### src/rtl/reg_file_mp.sv
// reg_file_mp: parametrised register file with write, gated reads, counter port and shadow bank
module reg_file_mp #(
  parameter int WIDTH    = 8,
  parameter int NUM_REGS = 4,
  parameter int SEL_W    = 2,
  parameter int BYPASS   = 1
)(
  input  logic                      clk,
  input  logic                      reset,
  input  logic                      reg_w,
  input  logic [SEL_W-1:0]          reg_w_select,
  input  logic [WIDTH-1:0]          reg_w_line,
  input  logic                      reg_r_a,
  input  logic [SEL_W-1:0]          reg_r_a_select,
  output logic [WIDTH-1:0]          reg_r_a_line,
  input  logic                      reg_r_b,
  input  logic [SEL_W-1:0]          reg_r_b_select,
  output logic [WIDTH-1:0]          reg_r_b_line,
  input  logic                      reg_inc,
  input  logic                      reg_dec,
  input  logic [SEL_W-1:0]          reg_c_select,
  output logic                      reg_c_zero,
  input  logic                      bank_save,
  input  logic                      bank_restore,
  output logic [NUM_REGS*WIDTH-1:0] regs_flat
);
  localparam logic [SEL_W:0] NR = (SEL_W+1)'(NUM_REGS);
  if (SEL_W != $clog2(NUM_REGS) || WIDTH < 2 || NUM_REGS < 2 || NUM_REGS > 16) begin : g_param_chk
    $error("reg_file_mp: illegal WIDTH/NUM_REGS/SEL_W combination");
  end
  logic [WIDTH-1:0] live      [NUM_REGS];
  logic [WIDTH-1:0] shadow    [NUM_REGS];
  logic [WIDTH-1:0] live_nx   [NUM_REGS];
  logic [WIDTH-1:0] shadow_nx [NUM_REGS];
  logic             w_ok, a_ok, b_ok, c_ok, c_eff, zero_nx;
  logic [WIDTH-1:0] c_cur, c_val;
  function automatic logic in_range(input logic [SEL_W-1:0] s);
    return {1'b0, s} < NR;
  endfunction
  // combinational read ports with optional same-cycle write forwarding
  always_comb begin
    w_ok = reg_w && in_range(reg_w_select);
    a_ok = reg_r_a && in_range(reg_r_a_select);
    b_ok = reg_r_b && in_range(reg_r_b_select);
    reg_r_a_line = !a_ok ? '0 : (BYPASS != 0 && w_ok && reg_w_select == reg_r_a_select) ? reg_w_line : live[reg_r_a_select];
    reg_r_b_line = !b_ok ? '0 : (BYPASS != 0 && w_ok && reg_w_select == reg_r_b_select) ? reg_w_line : live[reg_r_b_select];
  end
  // next-state: write beats count op beats restore/swap, shadow only sees save
  always_comb begin
    c_ok    = (reg_inc ^ reg_dec) && in_range(reg_c_select);
    c_eff   = c_ok && !(w_ok && reg_w_select == reg_c_select);
    c_cur   = live[reg_c_select];
    c_val   = reg_inc ? c_cur + WIDTH'(1) : c_cur - WIDTH'(1);
    zero_nx = c_eff ? (c_val == '0) : reg_c_zero;
    regs_flat = '0;
    for (int i = 0; i < NUM_REGS; i++) begin
      live_nx[i]   = (w_ok && reg_w_select == SEL_W'(i)) ? reg_w_line :
                     (c_eff && reg_c_select == SEL_W'(i)) ? c_val :
                     bank_restore ? shadow[i] : live[i];
      shadow_nx[i] = bank_save ? live[i] : shadow[i];
      regs_flat[i*WIDTH +: WIDTH] = live[i];
    end
  end
  // single registered stage for live bank, shadow bank and zero flag
  always_ff @(posedge clk) begin
    if (reset) begin
      for (int i = 0; i < NUM_REGS; i++) begin
        live[i]   <= '0;
        shadow[i] <= '0;
      end
      reg_c_zero <= 1'b0;
    end else begin
      for (int i = 0; i < NUM_REGS; i++) begin
        live[i]   <= live_nx[i];
        shadow[i] <= shadow_nx[i];
      end
      reg_c_zero <= zero_nx;
    end
  end
endmodule

### config.mk
export PLATFORM = sky130hd
export DESIGN_NAME = reg_file_mp
export DESIGN_NICKNAME = d
export VERILOG_FILES = /design/src/rtl/reg_file_mp.sv
export SDC_FILE = /design/constraint.sdc
export NUM_CORES = 1
export LEC_CHECK = 0
export ABC_AREA = 1
export BUFFER_PORTS_ARGS = -buffer_cell sky130_fd_sc_hd__buf_2
export CORE_MARGIN = 8
export CORE_UTILIZATION = 57
export CTS_CLUSTER_DIAMETER = 100
export DETAILED_ROUTE_END_ITERATION = 10
export GPL_ROUTABILITY_DRIVEN = 0
export HOLD_SLACK_MARGIN = 0.12
export PLACE_DENSITY = 0.84
export SLEW_MARGIN = 20
export SYNTH_ARGS = -nofsm -noshare
export SYNTH_HDL_FRONTEND = slang
export SYNTH_SLANG_ARGS = --single-unit
### constraint.sdc
create_clock -name clk -period 2.7 [get_ports clk]
set_input_delay 0.405 -clock clk [delete_from_list [all_inputs] [get_ports clk]]
set_output_delay 0.405 -clock clk [all_outputs]
set_load 0.1 [all_outputs]
== Yosys cells after proc, flatten, opt, wreduce, memory -nomap -nowiden ==
Memories as Yosys holds them, arrays and structs flattened.
Index checks and enable logic that the tools add are counted.
Word-level totals
  register bits: 1
  bits in writable memories: 64
  input bits: 25
  output and inout port bits: 49
  memories: 2
Memory list
  live: depth 4, width 8, read ports 7, clocked after memory_dff 0, write ports 4, RTL line 31  | logic [WIDTH-1:0] live [NUM_REGS];
  shadow: depth 4, width 8, read ports 4, clocked after memory_dff 0, write ports 4, RTL line 32  | logic [WIDTH-1:0] shadow [NUM_REGS];
Operators by class
  add/subtract/negate cells: 2
  eq/ne operators: 9
  muxes and demuxes: 32
  bitwise gates (word level): 9
  reductions and logical operators: 16
Operator list (number)
  $mux 8: 29
  $logic_and 1x1->1: 12
  $add 8x1->8 const B: 1
  $eq 2x2->1 const B: 4
  $logic_not 8->1: 1
  $or 1x1->1: 8
  $sub 8x1->8 const B: 1
  $eq 2x2->1: 3
  $eq 2x1->1 const B: 2
  $logic_not 2->1: 2
  $mux 1: 3
  $logic_not 1->1: 1
  $xor 1x1->1: 1

== Logic depth before layout (Yosys ltp) ==
  word-level depth: 8
  depth in mapped cells: 19

== Worst setup path before layout ==
No wires, ideal clock.
  kind: flip-flop to output port
  from: memory live[2][4]
  to: output reg_r_a_line[4]
  arrival: 3.099 ns
  setup slack: -0.804 ns
  stages on the path, launching flop included: 5
  buffers on the path: 0
  cell sequence: dfxtp_1 -> inv_1 -> a21oi_1 -> o21ai_0 -> a31oi_1
RTL lines
  start, declared: RTL line 31
  end, declared: RTL line 15  | output logic [WIDTH-1:0] reg_r_a_line,

==> results.md <==
- Commonest non-fill, non-tap cell in the layout: nand2_1
- Sw Share: 0.428
- Post-synth EDFFs: 0
- Power Density: 586 mW/mm²
- Die W: 104 µm
- Htree depth: 3
- R2R Path Start: live[0][2]
- Top post-synthesis cells by area: dfxtp_1 29%, o21ai_0 12%, a21oi_1 11%
- Slew at the pin with the worst max-slew slack: 0.727 ns
- Synth Register Bits: 65
- Vias in the first global route: 5331
- P_int: 0.00186 W
- Tightest Hold Check Type: in2reg
- Ys flop type: dfxtp_1
- Critical Path RT: 2.99 ns
- Worst Setup Start Kind: primary input
- Worst Hold Margin: 0.440 ns
- Initial DRC count: 694
- Clock transition at path regs: 0.08 ns
- Setup TNS Final: 0 ns
- Comb power frac: 0.390
- End of the worst register-to-register path: live[2][7]
- Max-Cap Viols: 0
- Total Wirelength: 17.3 mm
- Starting density of the core: 0.581
- First-pass GRT wire length: 27.5 mm
- Hold_buf cts: 0
- Post-synth cell types: 45
- Post-CTS Setup Bufs: 0
- Diodes inserted: 0
- Relative slew slack: 0.515
- NetSw: 0.00139 W
- Row cnt: 32
- IO Pins: 74
- Via-per-instance ratio: 6.34
- Cell taking the most area after synthesis: dfxtp_1
- FILL cells: 607
- Worst-skew pair later-pin latency: 0.35 ns
- Period utilization: 0.945
- CTS tree: yes
- Status: finished, final reports clean
- CP arrival: 2.84 ns
- Leak Pwr: 2.36 nW
- WS Path Type: in2reg
- Detailed Routing Iterations Pass 1: 6
- Cell area after synthesis: 0.00444 mm²
- WHS Path Cells: 4
- RSZ-0062 raised after global routing: no
- Area of the multi-input gates: 0.00279 mm²
- Worst setup EP type: flop
- IO buf count: 73
- FF-to-FF path depth: 15
- PostCTS Resize Cnt: 0
- Synth warn: 0
- Final HPWL DP: 12.6 mm
- Nets: 795
- Gate Count Post-Synth: 685
- DR WL/cell: 20.0 µm
- Most frequent cells in the layout: 125 x nand2_1, 104 x o21ai_0, 98 x a21oi_1
- Clock skew: 0.0139 ns
- Core Footprint: 0.00765 mm²
- Area growth, synth to finish: 25.3%
- Min-delay src: bank_save
- R2r setup slk: 0.19 ns
- Grt ovf: 0
- Sequential Power Share: 0.333
- Clk pwr share: 0.277
- Placed cell area: 0.00535 mm²
- Max Freq: 0.392 GHz
- Largest net degree at the start of global routing: 59
- Max Transition Viols Final: 0
- Root Buffer: clkbuf_8
- Final Cell Area: 0.00556 mm²
- CTS sink cnt: 65
- DRC: 0
- Routed Antenna Nets: 0
- Vias: 5485
- Final Hold Fails: 0
- Die Ht: 104 µm
- Synth top area share: 0.293
- Sequential fraction of the synthesis area: 0.293
- Initial antenna violation count: 0
- Net Count, Synth: 720
- Bufs on Longest Clock Path: 2
- Setup violators final: 0
- Finished Layout Cells: 865
- Cell Count Post-Placement: 851
- GRT Overall Usage: 0.312
- FF/Latch Area: 0.00130 mm²
- TritonCTS Buffers: 9
- Die area: 0.0109 mm²
- Crit Path Max Fanout: 8
- Fraction of layout cells with a size suffix above 1: 0.214
- Final min period: 2.55 ns
- Syn avg cell area: 6.48 µm²
- Worst hold endpoint: shadow[1][5]
- Async SR Flop Fraction: 0
- Worst vdd ir: 0.362 mV
power by group through the flow:
stage               clock, W  sequential, W  combinational [W]
floorplan                  0        0.00133           0.000630
detailed placement         0        0.00110            0.00123
global route        0.000936        0.00109            0.00133
finish              0.000902        0.00109            0.00127
CTS                 0.000894        0.00108            0.00124
global placement           0        0.00110            0.00120
area by class of cell:
class	instances	area share
clock buffer	10	0.0229
tap	102	0.0229
timing repair buffer	95	0.139
inverter	99	0.0679
multi-input combinational	490	0.501
clock inverter	4	0.0126
sequential	65	0.234
how the worst max path moves through the flow:
stage | start | endpoint | slack [ns] | cells past startpoint
2_1_floorplan | reg_r_b_select[1] | reg_r_b_line[5] | -0.24 | 6
3_3_place_gp | reg_c_select[0] | live[2][7] | -0.04 | 15
3_5_place_dp | reg_c_select[0] | live[2][5] | -0.14 | 19
4_1_cts | live[0][2] | live[2][5] | 0.16 | 16
5_1_grt | reg_c_select[0] | live[2][7] | 0.02 | 16
6_report | reg_c_select[0] | live[2][7] | 0.15 | 16
cells in the mapped netlist (4+ instances only):
library cell	count
nand2_1	126
o21ai_0	104
a21oi_1	98
inv_1	86
dfxtp_1	65
nand3_1	31
nor2_1	24
clkbuf_1	22
a31oi_1	18
o21ai_1	16
ha_1	9
inv_2	8
o211ai_1	8
or2_2	6
buf_2	4
nand3_2	4
nand4_1	4
o21a_1	4
or2_0	4
flip-flops by register name, indices dropped and copies added, names as in the netlist:
register,flops
shadow,32
live,32
reg_c_zero,1
worst max-delay path, cell delays in order:
cell and delay, ns:
buf_2 0.16, inv_2 0.08, nand2_1 0.09, inv_1 0.06
buf_4 0.14, a22oi_1 0.16, o221ai_1 0.19, ha_1 0.37
inv_1 0.08, o21bai_1 0.24, a31oi_2 0.16, nand2_1 0.11
nand2_1 0.19, nand3_1 0.18, nand2_1 0.09, a21oi_2 0.11
routing by layer:
| metal | routed length, µm | global-route usage | vias up |
|---|---|---|---|
| met4 | 1200 | 0.225 | 0 |
| met1 | 6380 | 0.366 | 2421 |
| met3 | 2370 | 0.0998 | 122 |
| met5 | 0 | 0 | - |
| met2 | 7380 | 0.469 | 483 |
| li1 | - | - | 2459 |
stage by stage:
step | utilization | power [W] | worst slack, ns
6_report | 0.727 | 0.00326 | 0.149
5_1_grt | 0.727 | 0.00335 | 0.0200
4_1_cts | 0.726 | 0.00321 | 0.162
3_5_place_dp | 0.700 | 0.00233 | -0.142
3_3_place_gp | 0.700 | 0.00230 | -0.0364
2_1_floorplan | - | 0.00196 | -0.245
cell families after synthesis:
group | share of synthesized area
fa+ha+maj | 0.0299
simple gates | 0.223
flops | 0.293
buf+inv | 0.120
mux | 0.00225
xor+xnor | 0.0101
compound gates | 0.322
No activity file was read; power rests on OpenSTA's default activity.
